## config.mk

```make
export PLATFORM = sky130hd
export DESIGN_NAME = reg_file_scan
export DESIGN_NICKNAME = d
export VERILOG_FILES = /design/src/rtl/reg_file_pkg.sv /design/src/rtl/reg_file_core.sv /design/src/rtl/reg_file_scan.sv
export SDC_FILE = /design/constraint.sdc
export NUM_CORES = 1
export LEC_CHECK = 0
export CORE_ASPECT_RATIO = 2
export CORE_UTILIZATION = 50
export CTS_BUF_LIST = sky130_fd_sc_hd__clkbuf_16
export DETAILED_ROUTE_END_ITERATION = 10
export PLACE_DENSITY = 0.69
export SKIP_CTS_REPAIR_TIMING = 1
export SYNTH_ARGS = -nofsm -noshare
export SYNTH_HDL_FRONTEND = slang
export SYNTH_SLANG_ARGS = --single-unit
```

## constraint.sdc

```tcl
create_clock -name Clk -period 9.9 [get_ports Clk]
set_clock_uncertainty 0.15 [all_clocks]
set_input_delay 1.98 -clock Clk [delete_from_list [all_inputs] [get_ports Clk]]
set_output_delay 1.98 -clock Clk [all_outputs]
set_load 0.005 [all_outputs]
```

## src/rtl/reg_file_pkg.sv

```systemverilog
// Shared types and default widths for the scanning register file.
package reg_file_pkg;

    localparam int unsigned DW_DEF = 8;
    localparam int unsigned AW_DEF = 4;

    typedef enum logic [1:0] {
        IDLE = 2'd0,
        SCAN = 2'd1,
        DONE = 2'd2
    } scan_state_t;

endpackage

```

## src/rtl/reg_file_core.sv

```systemverilog
// Storage array with one write port, a gated host read port and an ungated scan read port.
module reg_file_core #(
    parameter int unsigned DW = 8,
    parameter int unsigned AW = 4
) (
    input  logic          Clk,
    input  logic          Rst,
    input  logic          W_en,
    input  logic [AW-1:0] W_Addr,
    input  logic [DW-1:0] W_Data,
    input  logic          R_en,
    input  logic [AW-1:0] R_Addr,
    output logic [DW-1:0] R_Data,
    input  logic [AW-1:0] scan_addr,
    output logic [DW-1:0] scan_data
);

    localparam int unsigned DEPTH = 1 << AW;

    logic [DW-1:0] mem [DEPTH];

    always_ff @(posedge Clk or negedge Rst) begin
        if (!Rst) begin
            mem <= '{default: '0};
        end else if (W_en) begin
            mem[W_Addr] <= W_Data;
        end
    end

    // Reads see the pre-edge contents, so a same-cycle write is not observed.
    assign R_Data    = R_en ? mem[R_Addr] : '0;
    assign scan_data = mem[scan_addr];

endmodule

```

## src/rtl/reg_file_scan.sv

```systemverilog
// Register file with a one-shot scan engine reporting max/min (and optionally sum).
// Optional feature macro: REGFILE_SCAN_SUM_EN adds the Sum port and accumulator.
module reg_file_scan
    import reg_file_pkg::*;
#(
    parameter int unsigned DW = DW_DEF,
    parameter int unsigned AW = AW_DEF
) (
    input  logic          Clk,
    input  logic          Rst,
    input  logic          W_en,
    input  logic [AW-1:0] W_Addr,
    input  logic [DW-1:0] W_Data,
    input  logic          R_en,
    input  logic [AW-1:0] R_Addr,
    output logic [DW-1:0] R_Data,
    input  logic          Start,
    output logic          Busy,
    output logic          Done,
    output logic [DW-1:0] Max_Val,
    output logic [AW-1:0] Max_Addr,
    output logic [DW-1:0] Min_Val,
    output logic [AW-1:0] Min_Addr
`ifdef REGFILE_SCAN_SUM_EN
    ,
    output logic [DW+AW-1:0] Sum
`endif
);

    localparam int unsigned DEPTH = 1 << AW;
    localparam int unsigned SW    = DW + AW;

    scan_state_t   state;
    logic [AW-1:0] idx;
    logic [DW-1:0] scan_data;
    logic [DW-1:0] work_max;
    logic [AW-1:0] work_max_addr;
    logic [DW-1:0] work_min;
    logic [AW-1:0] work_min_addr;
`ifdef REGFILE_SCAN_SUM_EN
    logic [SW-1:0] work_sum;
`endif

    reg_file_core #(
        .DW(DW),
        .AW(AW)
    ) u_core (
        .Clk      (Clk),
        .Rst      (Rst),
        .W_en     (W_en),
        .W_Addr   (W_Addr),
        .W_Data   (W_Data),
        .R_en     (R_en),
        .R_Addr   (R_Addr),
        .R_Data   (R_Data),
        .scan_addr(idx),
        .scan_data(scan_data)
    );

    // Scan FSM: IDLE -> SCAN (DEPTH cycles) -> DONE (publish) -> IDLE.
    always_ff @(posedge Clk or negedge Rst) begin
        if (!Rst) begin
            state         <= IDLE;
            idx           <= '0;
            work_max      <= '0;
            work_max_addr <= '0;
            work_min      <= '0;
            work_min_addr <= '0;
            Busy          <= 1'b0;
            Done          <= 1'b0;
            Max_Val       <= '0;
            Max_Addr      <= '0;
            Min_Val       <= '0;
            Min_Addr      <= '0;
`ifdef REGFILE_SCAN_SUM_EN
            work_sum      <= '0;
            Sum           <= '0;
`endif
        end else begin
            Done <= 1'b0;
            case (state)
                IDLE: begin
                    if (Start) begin
                        state         <= SCAN;
                        idx           <= '0;
                        work_max      <= '0;
                        work_max_addr <= '0;
                        work_min      <= '0;
                        work_min_addr <= '0;
                        Busy          <= 1'b1;
`ifdef REGFILE_SCAN_SUM_EN
                        work_sum      <= '0;
`endif
                    end
                end
                SCAN: begin
                    // Entry 0 seeds both extremes; strict compares keep the lowest address on ties.
                    if ((idx == '0) || (scan_data > work_max)) begin
                        work_max      <= scan_data;
                        work_max_addr <= idx;
                    end
                    if ((idx == '0) || (scan_data < work_min)) begin
                        work_min      <= scan_data;
                        work_min_addr <= idx;
                    end
`ifdef REGFILE_SCAN_SUM_EN
                    work_sum <= work_sum + SW'(scan_data);
`endif
                    if (idx == AW'(DEPTH - 1)) begin
                        state <= DONE;
                        Busy  <= 1'b0;
                    end else begin
                        idx <= idx + AW'(1);
                    end
                end
                DONE: begin
                    Max_Val  <= work_max;
                    Max_Addr <= work_max_addr;
                    Min_Val  <= work_min;
                    Min_Addr <= work_min_addr;
`ifdef REGFILE_SCAN_SUM_EN
                    Sum      <= work_sum;
`endif
                    Done     <= 1'b1;
                    state    <= IDLE;
                end
                default: begin
                    state <= IDLE;
                    Busy  <= 1'b0;
                end
            endcase
        end
    end

endmodule
```

==> metrics.md <==
| Metric | Value |
|---|---|
| Flop2flop setup slack | 5.08 ns |
| CTS tree | built |
| Root buffer cell | clkbuf_16 |
| H-tree lvl count | 4 |
| Footprint of the multi-input gates | roughly 4600 sq um |
| Total power draw | roughly 3.3 mW |
| R2r endpoint | work_min[2] |
| Top cell type's share of synthesized area | 48.5% |
| Mapped Area | between 9000 and 10000 sq um |
| Total CTS buffers | 17 |
| Grt total ovfl | 0 |
| Worst slew pin tran | ~1.2 ns |
| Syn avg cell area | 14.6 sq um |
| P per Cell Area | approximately 300 nW/um^2 |
| Cell with the most instances after synthesis | dfrtp_1 |
| Initial antenna violation count | 0 |
| Global-route wire length before repair | 35100 microns |
| Outcome | finished clean |
| Worst EP arrival | 4.59 ns |
| Setup violators final | 0 |
| Area post-placement | 10200 sq um |
| Crit. End Element | primary output |
| Clk slew on worst S/H paths | 0.07 ns |
| Yosys warning total | 0 |
| Post-DP HPWL | 15100 microns |
| Startpoint Class | input pin |
| Vias in the first global route | 6312 |
| Std-Cell Rows | 70 |
| Nets | 734 |
| TNS Setup | 0 ns |
| Synth cell count leaders | dfrtp_1, mux2_2, mux4_2 |
| Hold WC Path Type | reg -> reg |
| DR pass1 iterations | 5 |
| Worst Hold Launch | Min_Val[1] |
| Die area | 19600 sq um |
| Highest clock rate | approximately 150 MHz |
| Worst hold path stage count | 2 |
| Max-capacitance violation count | 0 |
| Post-Syn Nets | 689 |
| Final-report max-slew violation count | 0 |
| Hold endpoint | Min_Val[1] |
| Post-synthesis sequential area ratio | 48.5% |
| Max_slew headroom | 17.0% |
| Final hold vios | 0 |
| Port Buf Inserts | 54 |
| Required time of the critical path | 7.77 ns |
| Later-pin clock latency in the skew report | about 0.43 ns |
| Antenna Nets Post-Route | 0 |
| Antenna diodes | 0 |
| Register area | between 4000 and 5000 sq um |
| I/O pin total | 55 |
| DRT iter0 DRCs | 271 |
| GPL Wtd Cong | 0.851 |
| Post-Route WL | between 20000 and 25000 microns |
| Share of post-route cells with drive strength above 1 | 36.4% |
| Finished Cell Area | 10800 sq um |
| Post-synth EDFFs | 0 |
| Period minus WS final | 6.72 ns |
| Synth area leaders | dfrtp_1, mux2_2, mux4_2, mux4_1, ha_1 |
| Tcrit/Tclk final | about two thirds |
| Netlist cell types | 44 |
| RSZ-0062 raised after global routing | no |
| CTS Sinks | 184 |
| Vias | 5890 |
| Fillers | 1457 |
| Worst R2R Path Depth | 9 |
| Critical Path Fanout Max | 32 |
| Largest net degree at the start of global routing | 98 |
| Setup CP Type | in -> out |
| Flip-flop and latch count after synthesis | 184 |
| Initial Util | 51.6% |
| Reg2Reg Launch Point | idx[0] |
| Die width | 99.4 microns |
| Die height | around 200 microns |
| DRC | 0 |
| P_leak | 4.62 nW |
| Synth Flop Type | dfrtp_1 |
| Max VDD drop | between 150 and 200 uV |
| CTS max path bufs | 2 |
| Wire length per cell | 24.0 microns |
| Synth area leader | dfrtp_1 |
| Core area | between 15000 and 20000 sq um |
| Area grow syn2layout | 13.4% |
| Via/cell ratio | 6.37 |
| Ys async rst share | 100% |
| Synthesized instance count | 651 |
| GR Util All Layers | approximately 24% |
report_power, final:
group / switching (mW) / total, mW / internal, mW
Sequential: 0.142 / 1.13 / 0.984
Combinational: 0.697 / 1.49 / 0.788
Clock: 0.293 / 0.687 / 0.394
per-layer routing:
layer / track usage [%] / share of wire, % / up-vias
met2: 43.0 / 54 / 191
met3: 4.08 / 3.9 / 72
met5: 0 / 0 / -
met4: 14.9 / 5.2 / 0
li1: - / - / 2537
met1: 27.0 / 37 / 3090
placed cells by master (no fill, tap or decap), types with 2 or more instances in the layout:
master | netlist | layout
nor2b_1 | 7 | 7
o21a_1 | 3 | 3
nand4_1 | 3 | 3
and2_1 | 10 | 10
and3_1 | 2 | 2
a21oi_1 | 7 | 7
o21ai_0 | 23 | 23
inv_1 | 24 | 27
dfrtp_1 | 184 | 183
clkdlybuf4s50_1 | 0 | 52
mux2_2 | 142 | 142
clkinv_1 | 0 | 2
a21o_1 | 5 | 5
o22ai_1 | 3 | 3
a2111oi_1 | 2 | 2
a22o_1 | 12 | 12
nor2_1 | 15 | 15
bufinv_16 | 0 | 3
mux2i_1 | 11 | 11
clkbuf_16 | 0 | 17
mux4_2 | 66 | 66
nand3b_1 | 2 | 2
mux4_1 | 9 | 9
ha_1 | 17 | 17
nand3_1 | 6 | 6
buf_4 | 0 | 14
nand2b_1 | 9 | 9
inv_6 | 0 | 2
nand2_1 | 31 | 31
clkinvlp_4 | 0 | 3
metrics by stage:
step | utilization (%) | std cells | hold WS (ns) | worst slack [ns]
after CTS | 58.5 | 925 | 0.336 | 3.11
after detailed placement | 55.3 | 893 | 0.319 | 3.11
after global routing | 58.5 | 925 | 0.358 | 3.00
after global placement | 55.3 | 893 | 0.312 | 3.15
after floorplan | - | 651 | 0.312 | 4.13
final | 58.5 | 925 | 0.328 | 3.18
sequential cells by signal, summed over array words and instances, names as in the netlist:
| register | cells |
|---|---|
| work_min_addr | 4 |
| work_min | 8 |
| Done | 1 |
| Max_Addr | 4 |
| work_max | 8 |
| Max_Val | 8 |
| u_core.mem | 128 |
| idx | 4 |
| state | 2 |
| Min_Val | 8 |
| Min_Addr | 4 |
| work_max_addr | 4 |
| Busy | 1 |
critical path: stages:
cell and delay (ns):
buf_2 0.82, mux4_2 0.62, mux4_2 0.50, and2_1 0.17, clkdlybuf4s50_1 0.44
kinds of logic (layout without fill, tap and decap cells):
kind of cell | count (synthesis) | after routing | share of synthesized area (%)
muxes | 228 | 228 | 36.2
DFF | 184 | 184 | 48.5
and+or+nand+nor | 90 | 90 | 4.75
AOI/OAI and AO/OA | 66 | 66 | 4.91
buffers and inverters | 66 | 124 | 3.41
adders and majority gates | 17 | 17 | 2.24
layout make-up:
class	count	share of cell area, %
clock buffers	17	3.95
clock inverters	15	1.51
inverters	24	0.837
multi-input cells	401	42.4
flip-flops and latches	184	42.8
well taps	216	2.51
repair buffers	68	5.97
worst max path at each step:
stage / from / end / cells past startpoint
floorplan: R_Addr[0] / R_Data[0] / 5
global placement: R_Addr[0] / R_Data[6] / 5
detailed placement: R_Addr[0] / R_Data[6] / 5
CTS: R_Addr[0] / R_Data[6] / 5
global route: R_Addr[0] / R_Data[6] / 5
finish: R_Addr[0] / R_Data[6] / 5
No activity file was read; power rests on OpenSTA's default activity.
